--- config.mk ---
export PLATFORM = sky130hd
export DESIGN_NAME = ram_dp_be_flat
export DESIGN_NICKNAME = d
export VERILOG_FILES = /design/src/rtl/ram_pkg.sv /design/src/rtl/ram_dp_be_if.sv /design/src/rtl/ram_clr_seq.sv /design/src/rtl/ram_dp_be.sv /design/src/flat_wrapper.sv
export SDC_FILE = /design/constraint.sdc
export NUM_CORES = 2
export LEC_CHECK = 0
export BUFFER_PORTS_ARGS = -buffer_cell sky130_fd_sc_hd__buf_2
export CAP_MARGIN = 0
export CORE_UTILIZATION = 46
export CTS_CLUSTER_DIAMETER = 100
export CTS_CLUSTER_SIZE = 8
export DETAILED_ROUTE_END_ITERATION = 8
export SYNTH_ARGS = -nofsm -noshare
export SYNTH_HDL_FRONTEND = slang
export SYNTH_SLANG_ARGS = --single-unit
export TNS_END_PERCENT = 1
--- constraint.sdc ---
create_clock -name clk -period 7.3 [get_ports clk]
set_input_delay 0.365 -clock clk [delete_from_list [all_inputs] [get_ports clk]]
set_output_delay 0.365 -clock clk [all_outputs]
set_load 0.02 [all_outputs]
--- src/rtl/ram_pkg.sv ---
// Shared types and helpers for the byte-enabled dual-port RAM.
// lane_merge works on a fixed maximum width so one function serves any
// instance; callers widen their operands and narrow the result.
package ram_pkg;

  typedef enum logic {
    CLEAR = 1'b0,
    RUN   = 1'b1
  } ram_state_t;

  // Widest data word lane_merge can handle, and the index width for that word.
  localparam int unsigned LM_MAX_W = 256;
  localparam int unsigned LM_IDX_W = 8;

  // Take each bit from new_w when its byte lane is enabled, else from old_w.
  function automatic logic [LM_MAX_W-1:0] lane_merge(
    input logic [LM_MAX_W-1:0] old_w,
    input logic [LM_MAX_W-1:0] new_w,
    input logic [LM_MAX_W-1:0] be,
    input int unsigned         bw
  );
    logic [LM_MAX_W-1:0] res;
    int unsigned         lane;
    res = old_w;
    for (int unsigned b = 0; b < LM_MAX_W; b++) begin
      lane = (bw == 32'd0) ? b : (b / bw);
      if (be[LM_IDX_W'(lane)]) begin
        res[LM_IDX_W'(b)] = new_w[LM_IDX_W'(b)];
      end else begin
        res[LM_IDX_W'(b)] = old_w[LM_IDX_W'(b)];
      end
    end
    return res;
  endfunction

endpackage

--- src/rtl/ram_dp_be_if.sv ---
// Port bundle of the byte-enabled dual-port RAM: write port, read port,
// clear request and status.
interface ram_dp_be_if #(
  parameter int unsigned N  = 6,
  parameter int unsigned M  = 32,
  parameter int unsigned BW = 8
);
  localparam int unsigned NB = M / BW;

  logic          clr;
  logic          we;
  logic [N-1:0]  wadr;
  logic [NB-1:0] be;
  logic [M-1:0]  din;
  logic          re;
  logic [N-1:0]  radr;
  logic [M-1:0]  dout;
  logic          dvalid;
  logic          busy;

  modport master (
    output clr, we, wadr, be, din, re, radr,
    input  dout, dvalid, busy
  );

  modport slave (
    input  clr, we, wadr, be, din, re, radr,
    output dout, dvalid, busy
  );
endinterface

--- src/rtl/ram_clr_seq.sv ---
// Clear sequencer: after reset or a clear request it walks every address
// once, asking the top to write zero there, then hands the RAM to the user.
module ram_clr_seq
  import ram_pkg::*;
#(
  parameter int unsigned N = 6
) (
  input  logic         clk,
  input  logic         rst_n,
  input  logic         clr,
  output logic         busy,
  output logic         clr_we,
  output logic [N-1:0] clr_adr
);

  localparam logic [N-1:0] CNT_ZERO = {N{1'b0}};
  localparam logic [N-1:0] CNT_MAX  = {N{1'b1}};
  localparam logic [N-1:0] CNT_ONE  = N'(1);

  ram_state_t   state_r;
  ram_state_t   state_nxt_s;
  logic [N-1:0] cnt_r;
  logic [N-1:0] cnt_nxt_s;
  logic         busy_r;

  // State, address counter and busy flag registers.
  always_ff @(posedge clk or negedge rst_n) begin
    if (!rst_n) begin
      state_r <= CLEAR;
      cnt_r   <= CNT_ZERO;
      busy_r  <= 1'b1;
    end else begin
      state_r <= state_nxt_s;
      cnt_r   <= cnt_nxt_s;
      busy_r  <= (state_nxt_s == CLEAR);
    end
  end

  // Next state: sweep all addresses in CLEAR; a clear request in RUN restarts the sweep.
  always_comb begin
    state_nxt_s = state_r;
    cnt_nxt_s   = cnt_r;
    case (state_r)
      CLEAR: begin
        if (cnt_r == CNT_MAX) begin
          state_nxt_s = RUN;
          cnt_nxt_s   = CNT_ZERO;
        end else begin
          state_nxt_s = CLEAR;
          cnt_nxt_s   = cnt_r + CNT_ONE;
        end
      end
      RUN: begin
        if (clr) begin
          state_nxt_s = CLEAR;
          cnt_nxt_s   = CNT_ZERO;
        end else begin
          state_nxt_s = RUN;
          cnt_nxt_s   = CNT_ZERO;
        end
      end
      default: begin
        state_nxt_s = CLEAR;
        cnt_nxt_s   = CNT_ZERO;
      end
    endcase
  end

  assign busy    = busy_r;
  assign clr_we  = busy_r;
  assign clr_adr = cnt_r;

endmodule

--- src/rtl/ram_dp_be.sv ---
// Simple dual-port RAM with byte-lane write enables, registered write-first
// read with a valid pulse, and a built-in zeroing sweep after reset or clear.
module ram_dp_be
  import ram_pkg::*;
#(
  parameter int unsigned N  = 6,
  parameter int unsigned M  = 32,
  parameter int unsigned BW = 8
) (
  input  logic         clk,
  input  logic         rst_n,
  ram_dp_be_if.slave   bus
);

  localparam int unsigned NB    = M / BW;
  localparam int unsigned DEPTH = 2 ** N;

  logic         busy_s;
  logic         clr_we_s;
  logic [N-1:0] clr_adr_s;

  logic         wr_en_s;
  logic [N-1:0] wr_adr_s;
  logic [M-1:0] wr_data_s;
  logic         rd_en_s;
  logic [M-1:0] rd_data_s;

  logic [M-1:0] mem_r [DEPTH];
  logic [M-1:0] dout_r;
  logic         dvalid_r;

  // Byte-lane merge at this instance's width.
  function automatic logic [M-1:0] merge_word(
    input logic [M-1:0]  old_w,
    input logic [M-1:0]  new_w,
    input logic [NB-1:0] be_w
  );
    return M'(lane_merge(LM_MAX_W'(old_w), LM_MAX_W'(new_w), LM_MAX_W'(be_w), BW));
  endfunction

  ram_clr_seq #(
    .N (N)
  ) u_clr_seq (
    .clk     (clk),
    .rst_n   (rst_n),
    .clr     (bus.clr),
    .busy    (busy_s),
    .clr_we  (clr_we_s),
    .clr_adr (clr_adr_s)
  );

  // Write-port mux: the sweep owns the port while busy; a clear request drops user accesses.
  always_comb begin
    wr_en_s   = 1'b0;
    wr_adr_s  = {N{1'b0}};
    wr_data_s = {M{1'b0}};
    rd_en_s   = 1'b0;
    if (clr_we_s) begin
      wr_en_s  = 1'b1;
      wr_adr_s = clr_adr_s;
    end else if (bus.clr) begin
      wr_en_s = 1'b0;
      rd_en_s = 1'b0;
    end else begin
      wr_en_s   = bus.we;
      wr_adr_s  = bus.wadr;
      wr_data_s = merge_word(mem_r[bus.wadr], bus.din, bus.be);
      rd_en_s   = bus.re;
    end
  end

  // Read data with write-first forwarding when both ports hit the same word.
  always_comb begin
    rd_data_s = mem_r[bus.radr];
    if (wr_en_s && (wr_adr_s == bus.radr)) begin
      rd_data_s = wr_data_s;
    end else begin
      rd_data_s = mem_r[bus.radr];
    end
  end

  // Storage array; contents are zeroed by the sweep, not by reset.
  always_ff @(posedge clk) begin
    if (wr_en_s) begin
      mem_r[wr_adr_s] <= wr_data_s;
    end
  end

  // Registered read data and its one-cycle valid pulse.
  always_ff @(posedge clk or negedge rst_n) begin
    if (!rst_n) begin
      dout_r   <= {M{1'b0}};
      dvalid_r <= 1'b0;
    end else if (rd_en_s) begin
      dout_r   <= rd_data_s;
      dvalid_r <= 1'b1;
    end else begin
      dvalid_r <= 1'b0;
    end
  end

  assign bus.dout   = dout_r;
  assign bus.dvalid = dvalid_r;
  assign bus.busy   = busy_s;

endmodule
--- src/flat_wrapper.sv ---
// flat-port wrapper written by rule: the top's interface ports become plain ports
module ram_dp_be_flat import ram_pkg::*;
#(
  parameter int unsigned N  = 6,
  parameter int unsigned M  = 32,
  parameter int unsigned BW = 8
)
  (clk, rst_n, bus_clr, bus_we, bus_wadr, bus_be, bus_din, bus_re, bus_radr, bus_dout, bus_dvalid, bus_busy);
  ram_dp_be_if #(.N(N), .M(M), .BW(BW)) bus_i ();
  input  logic clk;
  input  logic rst_n;
  input wire logic [$bits(bus_i.clr)-1:0] bus_clr;
  input wire logic [$bits(bus_i.we)-1:0] bus_we;
  input wire logic [$bits(bus_i.wadr)-1:0] bus_wadr;
  input wire logic [$bits(bus_i.be)-1:0] bus_be;
  input wire logic [$bits(bus_i.din)-1:0] bus_din;
  input wire logic [$bits(bus_i.re)-1:0] bus_re;
  input wire logic [$bits(bus_i.radr)-1:0] bus_radr;
  output wire logic [$bits(bus_i.dout)-1:0] bus_dout;
  output wire logic [$bits(bus_i.dvalid)-1:0] bus_dvalid;
  output wire logic [$bits(bus_i.busy)-1:0] bus_busy;
  assign bus_i.clr = bus_clr;
  assign bus_i.we = bus_we;
  assign bus_i.wadr = bus_wadr;
  assign bus_i.be = bus_be;
  assign bus_i.din = bus_din;
  assign bus_i.re = bus_re;
  assign bus_i.radr = bus_radr;
  assign bus_dout = bus_i.dout;
  assign bus_dvalid = bus_i.dvalid;
  assign bus_busy = bus_i.busy;
  ram_dp_be #(.N(N), .M(M), .BW(BW)) u_core (.clk(clk), .rst_n(rst_n), .bus(bus_i));
endmodule
==> reports/results.ini <==
[clock_tree]
clk_path_buf_depth=4
numCtsBuffers=311
cts_tree=built
root_buffer=clkbuf_16
clk_latency_ps=950
clock_sinks=2089
cts_max_level=5
clk_pin_slew_worst_paths_ps=50
cts_repair_resize_count=0

[finish]
layout_common_cells=2,048 x edfxtp_1, 700 x mux4_2, 685 x mux2i_1
syn_to_final_growth_pct=13.15
final_common_cell=edfxtp_1
drive_gt1_frac=0.2517
final_nets=5748

[floorplan]
dieWidth_um=462.7
die_y_um=462.7
fp-row-count=168
initial_core_util=0.4646
pin_count=87
core_region_area_um2=210200
die_area_um2=214100

[power]
vdd_ir_drop_max_v=0.0001583
p_clk_frac=0.468
leakagePower_nw=32.68
power_switching_w=0.006126
comb_power_share=0.058
power.density_nw_per_um2=248.4
seqPwrFrac=0.474
switching_share=0.2232
intPower_w=0.02132

[job]
cap_violations=0

[run_status]
status=complete, no violations

[yosys]
synth.distinct_cells=70
postSynthCellCount=5525
yosys_warnings=0
ys.flop_type=edfxtp_1
synth-edff-count=2048
syn_area_um2=97650
ys_ff_latch=2089
async_reset_ff_frac=0.01963
syn_nets=5579
ys_seq_area_frac=0.6403
syn_avg_cell_area_um2=17.67

[placement]
portBuffers=86
dp_hpwl_mm=212.3
gp_congestion=0.9174
dp_slack_ps=2031

[sta]
maxSlewHeadroom=0.05017
rsz0062_at_grt=no
skew_ps=48.79
max_clock_freq_ghz=0.2182
finalHoldViolCount=0
whs_ps=79.71
min_period_ps=4583
setup_violations=0
slew_violations=0
setup_slack_ps=2717
worst_slew_pin_slew_ps=1421
period_share=0.6278
fin_setup_tns_ps=0

[setup_path]
cp_num_cells=10
worstSetupEndpointType=register
slowest_stage=nor2_4
crit_path_max_incr_delay_ps=1110
cp_max_fo=55
cp_common_cell=buf_4
cp.required_ps=8050
worst_ep_arrival_time_ps=5340
cp-start-kind=input pin
ff2ff_path_depth=5
worstSetupPathType=in -> reg
cp.buffers_inverters=3
critPathTopFamily=simple AND/OR/NAND/NOR gates
path_cells=buf_4 > nand2b_4 > buf_4 > o221ai_1 > o22ai_1 > a21o_1 > a21oi_1 > a32oi_1 > nor2_4 > buf_4

[global_routing]
track_usage=0.3179
grt_max_degree=110
overflow=0
antenna_found_initial=14
grt_pass1_vias=58660
grt_pass1_wl_mm=476.3

[routing]
wl_mm=345.7
drtIter0Drc=9713
drtPass1Iterations=5
num_vias=62030
avgRoutedWirePerCell_um=40.10
ant_nets=0
viasPerCell=7.196
drc=0

[min_path]
hold_depth=3
hold_path_class=in -> reg

[synth_stat cells (all sizes together) (9+ instances only)]
cell,number,area share
a31oi,22,0.0014
buf,249,0.016
o31ai,18,0.0015
nor3,56,0.0029
nor2,178,0.0068
a31o,14,0.0013
a2bb2oi,13,0.0012
a211oi,80,0.0062
edfxtp,2048,0.63
o221ai,214,0.019
nand2,182,0.0070
nand2b,12,0.00077
a21o,14,0.0011
a22oi,131,0.010
inv,10,0.00038
a221oi,22,0.0020
and3,10,0.00064
a2111oi,14,0.0013
nand4,16,0.0010
nand3,40,0.0021
o21ai,79,0.0040
mux2i,685,0.070
o22ai,162,0.011
nor4,14,0.00090
a21oi,113,0.0058
nor2b,25,0.0016
dfrtp,40,0.010
clkbuf,193,0.0074
a41oi,9,0.00081
and2,20,0.0013
a211o,31,0.0028
mux4,700,0.16
a32oi,22,0.0020
[worst register-to-register path, delay by kind of cell (launching register included)]
kind | cells | cell delay [ps]
simple gates | 3 | 1980
flops | 1 | 810
buf+inv | 1 | 680
compound gates | 1 | 370
[metrics by stage]
| stage | power [W] | cell area, um2 | utilization | instances |
|---|---|---|---|---|
| after global placement | 0.01478 | 101900 | 0.4848 | 8175 |
| after detailed placement | 0.01478 | 102000 | 0.4850 | 8177 |
| final | 0.02744 | 110500 | 0.5256 | 8620 |
| after global routing | 0.02801 | 110500 | 0.5256 | 8614 |
| after CTS | 0.02749 | 110500 | 0.5256 | 8613 |
| after floorplan | 0.01420 | 97650 | - | 5525 |
[metal layers]
metal  wire (um)  global-route usage  vias to the layer above
li1            -                   -                    23950
met1      134400              0.4553                    32850
met2      152000              0.4600                     4570
met3       45000             0.09037                      651
met4       14310              0.1225                        6
met5          40                   0                        -
[power by group through the flow]
stage | Sequential, W | Combinational, W | Clock, W
floorplan | 0.0132 | 0.000953 | 0
global placement | 0.0132 | 0.00154 | 0
detailed placement | 0.0132 | 0.00154 | 0
CTS | 0.0130 | 0.00155 | 0.0129
global route | 0.0130 | 0.00162 | 0.0134
finish | 0.0130 | 0.00158 | 0.0128
[cell families (layout without fill, tap and decap cells)]
group	count (synthesis)	in the layout	share of synthesized area
other	0	7	0
AND/OR/NAND/NOR	581	581	0.02719
adder cells (fa/ha/maj)	1	1	0.0001281
AO/OA/AOI/OAI	1004	1004	0.07584
XOR/XNOR	9	9	0.0008073
flip-flops	2089	2089	0.6403
buffers and inverters	455	738	0.02397
multiplexers	1386	1386	0.2318
[timing repair]
item / in CTS / in global routing
buffers inserted: 0 / 0
hold buffers: 9 / 0
endpoints found under the hold margin: 49 / 0
[registers in the layout, summed over array words and instances, names as in the netlist]
signal                    count
u_core.mem_r               2048
u_core.bus.dout              32
u_core.u_clr_seq.clr_adr      6
u_core.bus.dvalid             1
u_core.u_clr_seq.busy         1
u_core.u_clr_seq.state_r      1
[cell type report]
type | instances | area (um2)
inverter | 13 | 56.30
timing repair buffer | 298 | 2349
sequential | 2089 | 62530
fill | 16580 | 99710
clock buffer | 419 | 8337
antenna | 7 | 17.52
tap | 2805 | 3510
multi-input combinational | 2981 | 33600
clock inverter | 8 | 92.59
[worst paths after layout]
path                                           from                          end  slack [ps]
setup / recovery                        bus_wadr[2]         u_core.mem_r[51][31]        2720
hold / removal                          bus_din[19]          u_core.bus.dout[19]          80
setup reg to reg              u_core.u_clr_seq.busy         u_core.mem_r[36][10]        3040
hold reg to reg            u_core.u_clr_seq.state_r  u_core.u_clr_seq.clr_adr[2]         520
max in group asynchronous                     rst_n          u_core.bus.dout[17]        6460
min in group asynchronous                     rst_n            u_core.bus.dvalid         100
Note: power is estimated with default switching activity, not from simulation.
